<file path="src/rtl/uart_pkg.sv">
// Shared UART definitions used by both the receive and transmit sides:
// frame state encoding, default oversampling ratio and the parity rule.
package uart_pkg;

    localparam int DEFAULT_OVERSAMPLE = 16;

    typedef enum logic [2:0] {
        IDLE,
        START,
        DATA,
        PARITY,
        STOP
    } uartState_e;

    // Even parity wants an even number of ones across data plus parity bit, odd wants odd.
    function automatic logic parityError(input logic [7:0] data,
                                         input logic       parityBit,
                                         input logic       oddParity);
        return (^data ^ parityBit) != oddParity;
    endfunction

endpackage

</file>
<file path="src/rtl/uart_rx_core_if.sv">
// Received-byte hand-off between the UART receiver (master) and its consumer (slave).
interface uart_rx_core_if;

    logic [7:0] data_o;
    logic       p_DataValid_o;
    logic       p_DataAck_i;
    logic       p_ParityErr_o;
    logic       p_FrameErr_o;
    logic       p_Overrun_o;

    modport master (
        output data_o,
        output p_DataValid_o,
        output p_ParityErr_o,
        output p_FrameErr_o,
        output p_Overrun_o,
        input  p_DataAck_i
    );

    modport slave (
        input  data_o,
        input  p_DataValid_o,
        input  p_ParityErr_o,
        input  p_FrameErr_o,
        input  p_Overrun_o,
        output p_DataAck_i
    );

endinterface

</file>
<file path="src/rtl/sync_2ff.sv">
// Two-flop synchronizer for an asynchronous serial line; resets to the idle-high level.
module sync_2ff (
    input  logic clk,
    input  logic rst,
    input  logic d,
    output logic q
);

    logic meta;

    always_ff @(posedge clk) begin
        if (rst) begin
            meta <= 1'b1;
            q    <= 1'b1;
        end else begin
            meta <= d;
            q    <= meta;
        end
    end

endmodule

</file>
<file path="src/rtl/uart_rx_core.sv">
// Oversampling UART receiver: start-bit validation, 8 data bits, optional parity,
// stop-bit check, and a single held output byte with overrun reporting.
module uart_rx_core
    import uart_pkg::*;
#(
    parameter int OVERSAMPLE = DEFAULT_OVERSAMPLE
) (
    input  logic           clk,
    input  logic           rst,
    input  logic           Rx_i,
    input  logic           p_SampleTick_i,
    input  logic           p_ParityEnable_i,
    input  logic           ParityMethod_i,
    input  logic           p_BigEnd_i,
    uart_rx_core_if.master rxIf
);

    localparam int TickWidth = $clog2(OVERSAMPLE);
    localparam logic [TickWidth-1:0] TickMid  = TickWidth'(OVERSAMPLE / 2 - 1);
    localparam logic [TickWidth-1:0] TickLast = TickWidth'(OVERSAMPLE - 1);

    uartState_e           state;
    uartState_e           stateNext;
    logic                 rxS;
    logic                 rxPrev;
    logic [TickWidth-1:0] tickCnt;
    logic [2:0]           bitCnt;
    logic [7:0]           shiftReg;
    logic                 cfgParityEn;
    logic                 cfgOdd;
    logic                 cfgBigEnd;
    logic                 parityBit;
    logic                 startFrame;
    logic                 tickClear;
    logic                 tickInc;
    logic                 sampleData;
    logic                 sampleParity;
    logic                 frameDone;
    logic [7:0]           dataReg;
    logic                 validReg;
    logic                 parErrReg;
    logic                 frameErrReg;
    logic                 overrunReg;

    sync_2ff rxSync (
        .clk (clk),
        .rst (rst),
        .d   (Rx_i),
        .q   (rxS)
    );

    // Start detection is edge based, so a line stuck low never re-arms the receiver.
    always_comb begin
        stateNext    = state;
        startFrame   = 1'b0;
        tickClear    = 1'b0;
        tickInc      = 1'b0;
        sampleData   = 1'b0;
        sampleParity = 1'b0;
        frameDone    = 1'b0;
        case (state)
            IDLE: begin
                if (rxPrev && !rxS) begin
                    stateNext  = START;
                    startFrame = 1'b1;
                    tickClear  = 1'b1;
                end
            end
            START: begin
                if (p_SampleTick_i) begin
                    if (tickCnt == TickMid) begin
                        tickClear = 1'b1;
                        stateNext = rxS ? IDLE : DATA;
                    end else begin
                        tickInc = 1'b1;
                    end
                end
            end
            DATA: begin
                if (p_SampleTick_i) begin
                    if (tickCnt == TickLast) begin
                        sampleData = 1'b1;
                        tickClear  = 1'b1;
                        if (bitCnt == 3'd7) begin
                            stateNext = cfgParityEn ? PARITY : STOP;
                        end
                    end else begin
                        tickInc = 1'b1;
                    end
                end
            end
            PARITY: begin
                if (p_SampleTick_i) begin
                    if (tickCnt == TickLast) begin
                        sampleParity = 1'b1;
                        tickClear    = 1'b1;
                        stateNext    = STOP;
                    end else begin
                        tickInc = 1'b1;
                    end
                end
            end
            STOP: begin
                if (p_SampleTick_i) begin
                    if (tickCnt == TickLast) begin
                        frameDone = 1'b1;
                        tickClear = 1'b1;
                        stateNext = IDLE;
                    end else begin
                        tickInc = 1'b1;
                    end
                end
            end
            default: stateNext = IDLE;
        endcase
    end

    // Frame configuration is captured at the start edge and held for the whole frame.
    always_ff @(posedge clk) begin
        if (rst) begin
            state       <= IDLE;
            rxPrev      <= 1'b1;
            tickCnt     <= '0;
            bitCnt      <= '0;
            shiftReg    <= '0;
            cfgParityEn <= 1'b0;
            cfgOdd      <= 1'b0;
            cfgBigEnd   <= 1'b0;
            parityBit   <= 1'b0;
        end else begin
            state  <= stateNext;
            rxPrev <= rxS;
            if (tickClear) begin
                tickCnt <= '0;
            end else if (tickInc) begin
                tickCnt <= tickCnt + 1'b1;
            end
            if (startFrame) begin
                bitCnt      <= '0;
                cfgParityEn <= p_ParityEnable_i;
                cfgOdd      <= ParityMethod_i;
                cfgBigEnd   <= p_BigEnd_i;
            end
            if (sampleData) begin
                bitCnt   <= bitCnt + 1'b1;
                shiftReg <= cfgBigEnd ? {shiftReg[6:0], rxS} : {rxS, shiftReg[7:1]};
            end
            if (sampleParity) begin
                parityBit <= rxS;
            end
        end
    end

    // A finished frame replaces the held byte only if the slot is free or being acked now.
    always_ff @(posedge clk) begin
        if (rst) begin
            dataReg     <= '0;
            validReg    <= 1'b0;
            parErrReg   <= 1'b0;
            frameErrReg <= 1'b0;
            overrunReg  <= 1'b0;
        end else begin
            overrunReg <= 1'b0;
            if (frameDone) begin
                if (!validReg || rxIf.p_DataAck_i) begin
                    dataReg     <= shiftReg;
                    validReg    <= 1'b1;
                    parErrReg   <= cfgParityEn && parityError(shiftReg, parityBit, cfgOdd);
                    frameErrReg <= !rxS;
                end else begin
                    overrunReg <= 1'b1;
                end
            end else if (validReg && rxIf.p_DataAck_i) begin
                validReg    <= 1'b0;
                parErrReg   <= 1'b0;
                frameErrReg <= 1'b0;
            end
        end
    end

    assign rxIf.data_o        = dataReg;
    assign rxIf.p_DataValid_o = validReg;
    assign rxIf.p_ParityErr_o = parErrReg;
    assign rxIf.p_FrameErr_o  = frameErrReg;
    assign rxIf.p_Overrun_o   = overrunReg;

endmodule

</file>
<file path="src/flat_wrapper.sv">
// flat-port wrapper written by rule: the top's interface ports become plain ports
module uart_rx_core_flat import uart_pkg::*;
#(
    parameter int OVERSAMPLE = DEFAULT_OVERSAMPLE
)
  (clk, rst, Rx_i, p_SampleTick_i, p_ParityEnable_i, ParityMethod_i, p_BigEnd_i, rxIf_data_o, rxIf_p_DataValid_o, rxIf_p_ParityErr_o, rxIf_p_FrameErr_o, rxIf_p_Overrun_o, rxIf_p_DataAck_i);
  uart_rx_core_if rxIf_i ();
  input  logic clk;
  input  logic rst;
  input  logic Rx_i;
  input  logic p_SampleTick_i;
  input  logic p_ParityEnable_i;
  input  logic ParityMethod_i;
  input  logic p_BigEnd_i;
  output wire logic [$bits(rxIf_i.data_o)-1:0] rxIf_data_o;
  output wire logic [$bits(rxIf_i.p_DataValid_o)-1:0] rxIf_p_DataValid_o;
  output wire logic [$bits(rxIf_i.p_ParityErr_o)-1:0] rxIf_p_ParityErr_o;
  output wire logic [$bits(rxIf_i.p_FrameErr_o)-1:0] rxIf_p_FrameErr_o;
  output wire logic [$bits(rxIf_i.p_Overrun_o)-1:0] rxIf_p_Overrun_o;
  input wire logic [$bits(rxIf_i.p_DataAck_i)-1:0] rxIf_p_DataAck_i;
  assign rxIf_data_o = rxIf_i.data_o;
  assign rxIf_p_DataValid_o = rxIf_i.p_DataValid_o;
  assign rxIf_p_ParityErr_o = rxIf_i.p_ParityErr_o;
  assign rxIf_p_FrameErr_o = rxIf_i.p_FrameErr_o;
  assign rxIf_p_Overrun_o = rxIf_i.p_Overrun_o;
  assign rxIf_i.p_DataAck_i = rxIf_p_DataAck_i;
  uart_rx_core #(.OVERSAMPLE(OVERSAMPLE)) u_core (.clk(clk), .rst(rst), .Rx_i(Rx_i), .p_SampleTick_i(p_SampleTick_i), .p_ParityEnable_i(p_ParityEnable_i), .ParityMethod_i(ParityMethod_i), .p_BigEnd_i(p_BigEnd_i), .rxIf(rxIf_i));
endmodule
</file>
<file path="config.mk">
export PLATFORM = sky130hd
export DESIGN_NAME = uart_rx_core_flat
export DESIGN_NICKNAME = d
export VERILOG_FILES = /design/src/rtl/uart_pkg.sv /design/src/rtl/uart_rx_core_if.sv /design/src/rtl/sync_2ff.sv /design/src/rtl/uart_rx_core.sv /design/src/flat_wrapper.sv
export SDC_FILE = /design/constraint.sdc
export NUM_CORES = 1
export LEC_CHECK = 0
export ABC_AREA = 1
export CAP_MARGIN = 40
export CORE_MARGIN = 2
export CORE_UTILIZATION = 49
export CTS_BUF_LIST = sky130_fd_sc_hd__clkbuf_8 sky130_fd_sc_hd__clkbuf_16
export CTS_CLUSTER_DIAMETER = 80
export CTS_CLUSTER_SIZE = 24
export DETAILED_ROUTE_END_ITERATION = 8
export PLACE_DENSITY = 0.82
export SYNTH_ARGS = -nofsm -noshare
export SYNTH_HDL_FRONTEND = slang
export SYNTH_HIERARCHICAL = 1
export SYNTH_SLANG_ARGS = --single-unit
</file>
<file path="constraint.sdc">
create_clock -name clk -period 1.5 [get_ports clk]
set_input_delay 0.15 -clock clk [delete_from_list [all_inputs] [get_ports clk]]
set_output_delay 0.15 -clock clk [all_outputs]
set_load 0.01 [all_outputs]
</file>
Yosys cells after proc, flatten, opt, wreduce, memory -nomap -nowiden
Index checks and enable logic that the tools add are counted.
Operators by class
  bitwise gates (word level): 2
  $add $sub $neg: 2
  mux-type cells: 39
  reduce and logical (&&, ||, !) cells: 16
  eq/ne operators: 19
Operators by type and width (number)
  2-to-1 mux 3 bit: 13
  2-to-1 mux 1 bit: 21
  one-hot mux 3 bit (5 select lines): 1
  != test 2 x 1 -> 1 bit, second input constant: 6
  != test 2 bit, second input constant: 5
  AND reduction 10 bit: 1
  2-to-1 mux 8 bit: 1
  XOR reduction 8 bit: 1
  equality test 3 x 2 -> 1 bit, second input constant: 2
  equality test 3 bit, second input constant: 2
  adder 4 x 1 -> 4 bit, second input constant: 1
  equality test 4 x 3 -> 1 bit, second input constant: 1
  equality test 4 bit, second input constant: 1
  AND reduction 2 bit: 2
  nonzero test 2 bit: 2
  OR reduction 2 bit: 2
  adder 3 x 1 -> 3 bit, second input constant: 1
  equality test 3 x 1 -> 1 bit, second input constant: 1
  logical AND 1 bit: 3
  zero test 3 bit: 1
  one-hot mux 1 bit (3 select lines): 1
  OR reduction 3 bit: 1
  zero test 1 bit: 2
  2-to-1 mux 2 bit: 1
  other kinds (5): 5
Storage, ports and cells
  bits in registers: 37
  word-level logic and storage cells: 94
  input port bits: 8

Longest topological paths before layout
Gate-level depths: netlist of run 1.
  depth after elaboration: 6
  gate-level depth with buffers: 11

Modules after synthesis
The synthesis of run 1 kept the hierarchy.
Modules (own cells, without submodules)
  uart_rx_core: sequential area each 700.7 µm², area each 1697.9 µm², times used 1, cells each 249
  sync_2ff: sequential area each 40.0 µm², area each 58.8 µm², times used 1, cells each 7

Worst setup path after synthesis of run 1
No wires, ideal clock.
  path type: reg2reg
  start point: reg u_core.tickCnt[0]
  end point: reg u_core.dataReg[7], in the netlist u_core/rxIf.data_o[7]
  setup slack: 72 ps
  cell stages (with the launch flop): 10
  clock period less this slack: 1428 ps
  buffers on the path: 1
  arrival: 1308 ps
  library setup time: 119 ps
  cell sequence: dfxtp_1 -> ha_1 -> nand2_1 -> nor2_2 -> nand2_1 -> inv_2 -> nand3_2 -> buf_2 -> o21ai_1 -> a21oi_1
Between the ends
  cells in the longest elaborated chain, start to end: 5
Ends and longest elaborated chain
  start, declared: RTL line uart_rx_core.sv:26  | logic [TickWidth-1:0] tickCnt;
  start signal, assigned: RTL line uart_rx_core.sv:136  | tickCnt <= tickCnt + 1'b1;
  equality test 4 bit: RTL line uart_rx_core.sv:105  | if (tickCnt == TickLast) begin
  2-to-1 mux 1 bit: RTL line uart_rx_core.sv:105
  2-to-1 mux 1 bit
  2-to-1 mux 1 bit: RTL line uart_rx_core.sv:61  | case (state)
  AND reduction 2 bit (no source line)
  end signal, assigned: RTL line uart_rx_core.sv:166  | dataReg <= shiftReg;
  end, declared: RTL line uart_rx_core.sv:39  | logic [7:0] dataReg;
No other way between the ends.
A chain may end at the register's enable or synchronous reset.

Worst setup path in the final report of run 1
  start point: reg u_core.tickCnt[0]
  end point: reg u_core.state[2]
Between the ends
  cells in the longest elaborated chain, start to end: 3
  elaborated cells on any way between the ends: 7
Ends and longest elaborated chain
  equality test 4 bit or equality test 4 x 3 -> 1 bit (tied branches)
  != test 2 x 1 -> 1 bit (no source line)
  AND reduction 10 bit (no source line) (*)
  end signal, assigned: RTL line uart_rx_core.sv:131  | state <= stateNext;
  end, declared: RTL line uart_rx_core.sv:22  | uartState_e state;
Every way passes the cells marked *; elsewhere a longest branch is shown, timed or not.

==> impl_metrics.ini, run 1 <==
[place]
dpl.hpwl_um = 2730
routabilityCongestion = 0.891
placed_area_um2 = 2080
portBuffers = 19
dp.cells = 327

[worst_hold_path]
min_to = u_core/rxSync/meta
hp-class = in2reg
whs_path_depth = 3
hold_start = Rx_i

[drt]
routedWlPerCell_um = 12.2
drt-initial-drc-count = 100
ant_nets = 0
viasPerCell = 5.11
drc_errors = 0
wirelength_um = 4110
firstDrtPassIters = 4
vias = 1726

[finish]
regArea_um2 = 747
num-nets-final = 303
nFillCells = 273
multi_input_area_um2 = 937
post-route-util = 0.684
instances_no_fill = 338
area.growth.synth_to_final_pct = 32.0
drive_gt1_frac = 0.205
design_area_um2 = 2320
diodes = 0

[timing]
drv_slew = 0
grt_setup_unrepaired = yes
max_freq_mhz = 674
finalClockSkew_ns = 0.00159
hold_violations = 0
fin_crit_ns = 1.48
period_share = 0.989
worst_pin_slew_ns = 0.525
timing.hold.ws_ns = 0.393
setup_tns_ns = 0
max-slew-margin-rel = 0.649
setup_viol = 0

[yosys]
yosysTopAreaCellShare = 0.422
synth_area_leader_cell = dfxtp_1
synth_seq_cells = 37
synth_area_leaders = dfxtp_1, a21oi_1, nand2_1
yosysSeqAreaShare = 0.422
synth_cell_types = 23
synth_edf_count = 0
ys_top_cells_by_count = nand2_1, a21oi_1, inv_1
syn_area_per_cell_um2 = 6.86
synth_nets = 267
yosys_warnings = 6
synth_ff_type = dfxtp_1
yosysMostFrequentCell = nand2_1
synthCells = 256
netlist_area_um2 = 1760
ys_async_sr_fraction = 0

[floorplan]
die_w_um = 63.9
core-area_um2 = 3390
rows = 21
io_pins = 20
die_h_um = 63.9
dieArea_um2 = 4080
floorplan.initialDensity = 0.518

[worst_setup_path]
rr_endpoint = u_core/state[2]
worstPathCellList = ha_4, nand2_4, nor2_4, nand2_2, o21ai_1, nand2_4, a211oi_2
cpMostUsedCell = nand2_4
reg2regPathDepth = 7
cp-end-kind = flip-flop
r2r-start = u_core/tickCnt[0]
cp_max_fo = 5
required_ns = 1.71
cp_data_arrival_time_ns = 1.69
crit_type = reg2reg
crit_slowest_cell = dfxtp_2
ff2ff_setup_slack_ns = 0.02
max_stage_delay_ns = 0.35
start_kind = flip-flop

[pwr]
ir_drop_uv = 605
powerDensity_nw_per_um2 = 1040
p_leak_nw = 0.998

[clock_network]
root_buffer = clkbuf_8
cts_tree = built
htreeDepth = 2
cts.sinks = 37
cts.path.max_buffers = 2
clock_latency_ns = 0.29
cts_buffers = 5
clk_pin_slew_ns = 0.07

[status]
outcome = finished clean

[global_route]
grt_first_pass_wirelength_um = 6450
grt_usage = 0.205
grt_pass1_vias = 1527
grt_start_max_net_pins = 20
overflow = 0
antenna_found_initial = 0

[flow_run]
drv_cap = 0
## sequential cells by signal, summed over array words and instances, names as in the netlist
signal                     count
u_core/state                   3
u_core/rxPrev                  1
u_core/rxIf.p_Overrun_o        1
u_core/bitCnt                  3
u_core/rxSync/meta             1
u_core/rxIf.p_DataValid_o      1
u_core/shiftReg                8
u_core/rxIf.p_FrameErr_o       1
u_core/cfgOdd                  1
u_core/tickCnt                 4
u_core/parityBit               1
u_core/rxSync/q                1
u_core/rxIf.p_ParityErr_o      1
u_core/rxIf.data_o             8
u_core/cfgBigEnd               1
u_core/cfgParityEn             1
## power breakdown
part / internal [mW] / switching, mW / total (mW)
combinational: 0.227 / 0.365 / 0.592
sequential: 1.05 / 0.0887 / 1.13
clock: 0.357 / 0.333 / 0.691
total: 1.63 / 0.787 / 2.42
## how the worst max path moves through the flow
stage | start | endpoint | depth (start not counted)
after floorplan | u_core/tickCnt[0] | u_core/rxIf.data_o[7] | 9
after global placement | p_SampleTick_i | u_core/rxIf.p_ParityErr_o | 8
after detailed placement | u_core/tickCnt[1] | u_core/state[1] | 11
after CTS | u_core/tickCnt[1] | u_core/state[0] | 11
after global routing | u_core/tickCnt[3] | u_core/state[1] | 7
final | u_core/tickCnt[0] | u_core/state[2] | 7
## what timing repair did
item	CTS	global route
hold endpoints to repair	0	0
endpoints found under the setup margin	18	30
buffers inserted	1	3
hold buffers	0	0
gates resized for setup	12	26
pin swaps	2	5
## kinds of logic (layout without fill, tap and decap cells)
| group | Yosys count | after routing | synth area share |
|---|---|---|---|
| buffers and inverters | 49 | 85 | 0.107 |
| AND/OR/NAND/NOR | 98 | 98 | 0.247 |
| AO/OA/AOI/OAI | 67 | 67 | 0.193 |
| XOR/XNOR | 2 | 2 | 0.00997 |
| flip-flops | 37 | 37 | 0.422 |
| adder cells (fa/ha/maj) | 3 | 3 | 0.0214 |
## critical path, delay by kind of cell (launching register included)
family | cells | cell delay (ns)
simple gates | 4 | 0.39
flops | 1 | 0.35
fa+ha+maj | 1 | 0.15
compound gates | 2 | 0.51
## placed cells by master (no fill, tap or decap), types with 6 or more instances in the layout
cell type / instances
clkdlybuf4s50_1: 19
nor2_1: 22
inv_1: 38
clkbuf_8: 6
buf_4: 15
nand2_1: 47
o21ai_1: 6
dfxtp_1: 32
a21oi_1: 35
o21ai_0: 20
## layout make-up
type | count | area share
Clock buffer | 6 | 0.0356
Multi-Input combinational cell | 170 | 0.404
Sequential cell | 37 | 0.322
Timing Repair Buffer | 37 | 0.145
Tap cell | 46 | 0.0248
Clock inverter | 1 | 0.00162
Inverter | 41 | 0.0664
## per-stage QoR
step	power, mW	setup slack (ns)
6_report	2.42	0.0169
3_5_place_dp	1.59	-0.0678
2_1_floorplan	1.47	0.0725
4_1_cts	2.31	0.00877
3_3_place_gp	1.58	-0.00723
5_1_grt	2.55	-0.0786
## metal layers
metal | up-vias | share of wire | GRT usage
met5 | - | 0 | 0
met3 | 9 | 0.029 | 0.0599
li1 | 889 | - | -
met1 | 800 | 0.43 | 0.232
met4 | 0 | 0.021 | 0.0870
met2 | 28 | 0.52 | 0.358
Note: power is estimated with default switching activity, not from simulation.
==> inputs of run 2 (changes only) <==
- HOLD_SLACK_MARGIN: default -> 0.02
==> results of run 2 <==
Same layout as run 1: the final DEF is identical, and so are final timing and power.
==> RTL change 1: new RTL, settings of run 1 <==
Re-encode `uartState_e` (5 states) as one-hot, 5 bits wide.
--- a/src/rtl/uart_pkg.sv
+++ b/src/rtl/uart_pkg.sv
@@ -4,12 +4,12 @@
 
     localparam int DEFAULT_OVERSAMPLE = 16;
 
-    typedef enum logic [2:0] {
-        IDLE,
-        START,
-        DATA,
-        PARITY,
-        STOP
+    typedef enum logic [4:0] {
+        IDLE   = 5'b00001,
+        START  = 5'b00010,
+        DATA   = 5'b00100,
+        PARITY = 5'b01000,
+        STOP   = 5'b10000
     } uartState_e;
 
     // Even parity wants an even number of ones across data plus parity bit, odd wants odd.
Function: same outputs for any inputs over 10 cycles, from zero or initial values and one cycle with rst high; not proved beyond that.
==> RTL change 1 against run 1 <==
  * Final cell count is 7.4% higher
  * Sequential power is 12% higher
  * Routed wire length is 7.1% higher
  * Area after synthesis is 13% higher
  * Total power is 27% higher
  * Worst setup slack better by 23 ps
  * Highest routed layer unchanged
  * Non-clock buffer count is 4 lower
  * Cell area is 9.0% higher
  * Sequential cell count is 2 higher
==> RTL change 1: results <==
export IMPL_status="completed"
export IMPL_dr_wl_met3_um=166
export IMPL_max_slew_margin_pct=65.94
export IMPL_worstReg2RegEnd="u_core/rxIf.p_ParityErr_o"
export IMPL_power_density_mw_per_mm2=1212
export IMPL_grt_use_met2_pct=37.38
export IMPL_wl_met1_um=1944
export IMPL_synth_cell_type_count=28
export IMPL_grt_pass1_wl_um=7113
export IMPL_post_cts_setup_buffers=0
export IMPL_multi_input_gates=195
export IMPL_vdd_ir_drop_max_v=0.0005892
export IMPL_powerSeq_uw=1270
export IMPL_gp_congestion=0.7986
export IMPL_place_ws_ps=-29.07
export IMPL_num_nonclk_inverters=38
export IMPL_fill_cells=335
export IMPL_syn_to_final_growth_pct=27.38
export IMPL_fin_util_pct=64.07
export IMPL_grt_use_met3_pct=4.500
export IMPL_power_frac_comb_pct=33.5
export IMPL_r2r_slack_ps=40
export IMPL_path_max_fanout=4
export IMPL_final_nonclk_buf_share_pct=12.83
export IMPL_nNonClkBuffers=33
export IMPL_startpoint="u_core/tickCnt[1]"
export IMPL_viasPerCell=5.132
export IMPL_yosys_area_share_adder_pct=1.893
export IMPL_synth_seq_area_share_pct=39.37
export IMPL_grt_max_degree=30
export IMPL_multi_input_area_mm2=0.001085
export IMPL_grt_pass1_vias=1722
export IMPL_synth_xor_area_share_pct=1.325
export IMPL_fin_worst_skew_ps=5.489
export IMPL_nets=323
export IMPL_placed_area_mm2=0.002300
export IMPL_synth_top_cells_by_count="nand2_1, dfxtp_1, nor2_1, a21oi_1, inv_1"
export IMPL_vias=1863
export IMPL_multi_input_area_share_pct=42.94
==> RTL change 1: cell count changes after synthesis, moves of 3 or more <==
cell	change
nand4_1	+6
a21oi_1	-6
nor2_2	+3
inv_1	-7
nor2_1	+11
nor3_1	-3
nor2_4	+3
nand3_1	+6
o21ai_1	+10
o21ai_2	+3
o21ai_0	-12
nand3_2	+3
==> RTL change 1: worst max path at each step <==
stage | endpoint | slack, ps | cells past startpoint
2_1_floorplan | u_core/bitCnt[2] | 100 | 9
3_3_place_gp | u_core/shiftReg[0] | 30 | 8
3_5_place_dp | u_core/rxIf.data_o[1] | -30 | 8
4_1_cts | u_core/rxIf.data_o[1] | -10 | 8
5_1_grt | u_core/rxIf.p_ParityErr_o | -20 | 7
6_report | u_core/rxIf.p_ParityErr_o | 40 | 8
==> RTL change 1: worst max-delay path: cells and delay by family (launching register included) <==
family	cells	cell delay [ps]
AND/OR/NAND/NOR	5	640
flip-flops	1	350
adder cells (fa/ha/maj)	1	160
buffers and inverters	1	120
AO/OA/AOI/OAI	1	110
==> RTL change 2: new RTL, flow settings as in run 1 <==
Without the edit above. `DEFAULT_OVERSAMPLE`: 16 -> 32.
--- a/src/rtl/uart_pkg.sv
+++ b/src/rtl/uart_pkg.sv
@@ -2,7 +2,7 @@
 // frame state encoding, default oversampling ratio and the parity rule.
 package uart_pkg;
 
-    localparam int DEFAULT_OVERSAMPLE = 16;
+    localparam int DEFAULT_OVERSAMPLE = 32;
 
     typedef enum logic [2:0] {
         IDLE,
Check against the original RTL: no difference found for any inputs over 10 cycles, from zero or initial values and one cycle with rst high; that may be too few to reach the edited logic, so the function may still have changed.
==> RTL change 2 against run 1 <==
  * Total power grew 5.4%
  * Area after synthesis grew 3.8%
  * Sequential cell count grew 1
  * Highest routed layer unchanged
  * Routed wire length grew 15%
  * The run now ends with setup timing left
  * Cell area grew 8.6%
  * Fmax shrank 5.8%
  * Via count grew 8.6%
  * Worst setup slack lost 91 ps
==> RTL change 2: results <==
export IMPL_status="complete, but fails checks"
export IMPL_synth_cell_type_count=22
export IMPL_wl_met1_um=2039
export IMPL_wire_per_inst_um=13.48
export IMPL_p_sw_uw=783.3
export IMPL_drt_wl_total_um=4732
export IMPL_cts_resized=13
export IMPL_nets=315
export IMPL_grt_pass1_wl_um=7141
export IMPL_violations="setup timing"
export IMPL_synth_xor_area_share_pct=2.881
export IMPL_finalSetupViolCount=24
export IMPL_grt_max_degree=18
export IMPL_dr_wl_met2_um=2301
export IMPL_vias=1875
export IMPL_worst_slack_ps=-73.90
export IMPL_cp_arrival_ps=1770
export IMPL_clkSlewWorstSetupHoldPaths_ps=90
export IMPL_synth_seq_area_share_pct=41.70
export IMPL_dpl_hpwl_um=2820
export IMPL_firstDrtPassIters=5
export IMPL_grt_util_met1_pct=27.58
export IMPL_drtIter0Drc=187
export IMPL_dr_wl_met3_um=335
export IMPL_grt_use_met2_pct=35.57
export IMPL_grt_util_all_layers_pct=21.69
export IMPL_p_leak_uw=0.001044
export IMPL_worstReg2RegEnd="u_core/shiftReg[0]"
export IMPL_path_max_fanout=8
-- RTL change 2: changes by cell type in the layout (fill, tap and decap cells not counted), sizes merged, moves of 3 or more --
cell / run 1 / this run
xnor2: 0 / 3
nor3: 4 / 1
o21ai: 27 / 21
nand2: 53 / 66
nand3: 9 / 18
inv: 42 / 35
-- RTL change 2: through the flow --
stage                     utilization, %  total power (uW)  worst slack [ps]  hold WS, ps
final                              69.85              2546            -73.90        381.1
after CTS                          64.92              2481            -65.71        377.1
after detailed placement           60.58              1599            -140.1        410.5
after floorplan                        -              1476            -65.81        219.1
after global routing               69.85              2690            -204.7        406.3
after global placement             60.58              1588            -72.30        382.8
-- RTL change 2: cell type report --
| type | instances | area, um2 |
|---|---|---|
| clock inverters | 3 | 45.04 |
| inverters | 35 | 131.4 |
| clock buffers | 5 | 68.82 |
| well taps | 48 | 60.06 |
| multi-input cells | 185 | 1056 |
| fillers | 258 | 1087 |
| repair buffers | 37 | 394.1 |
| flip-flops and latches | 38 | 763.2 |
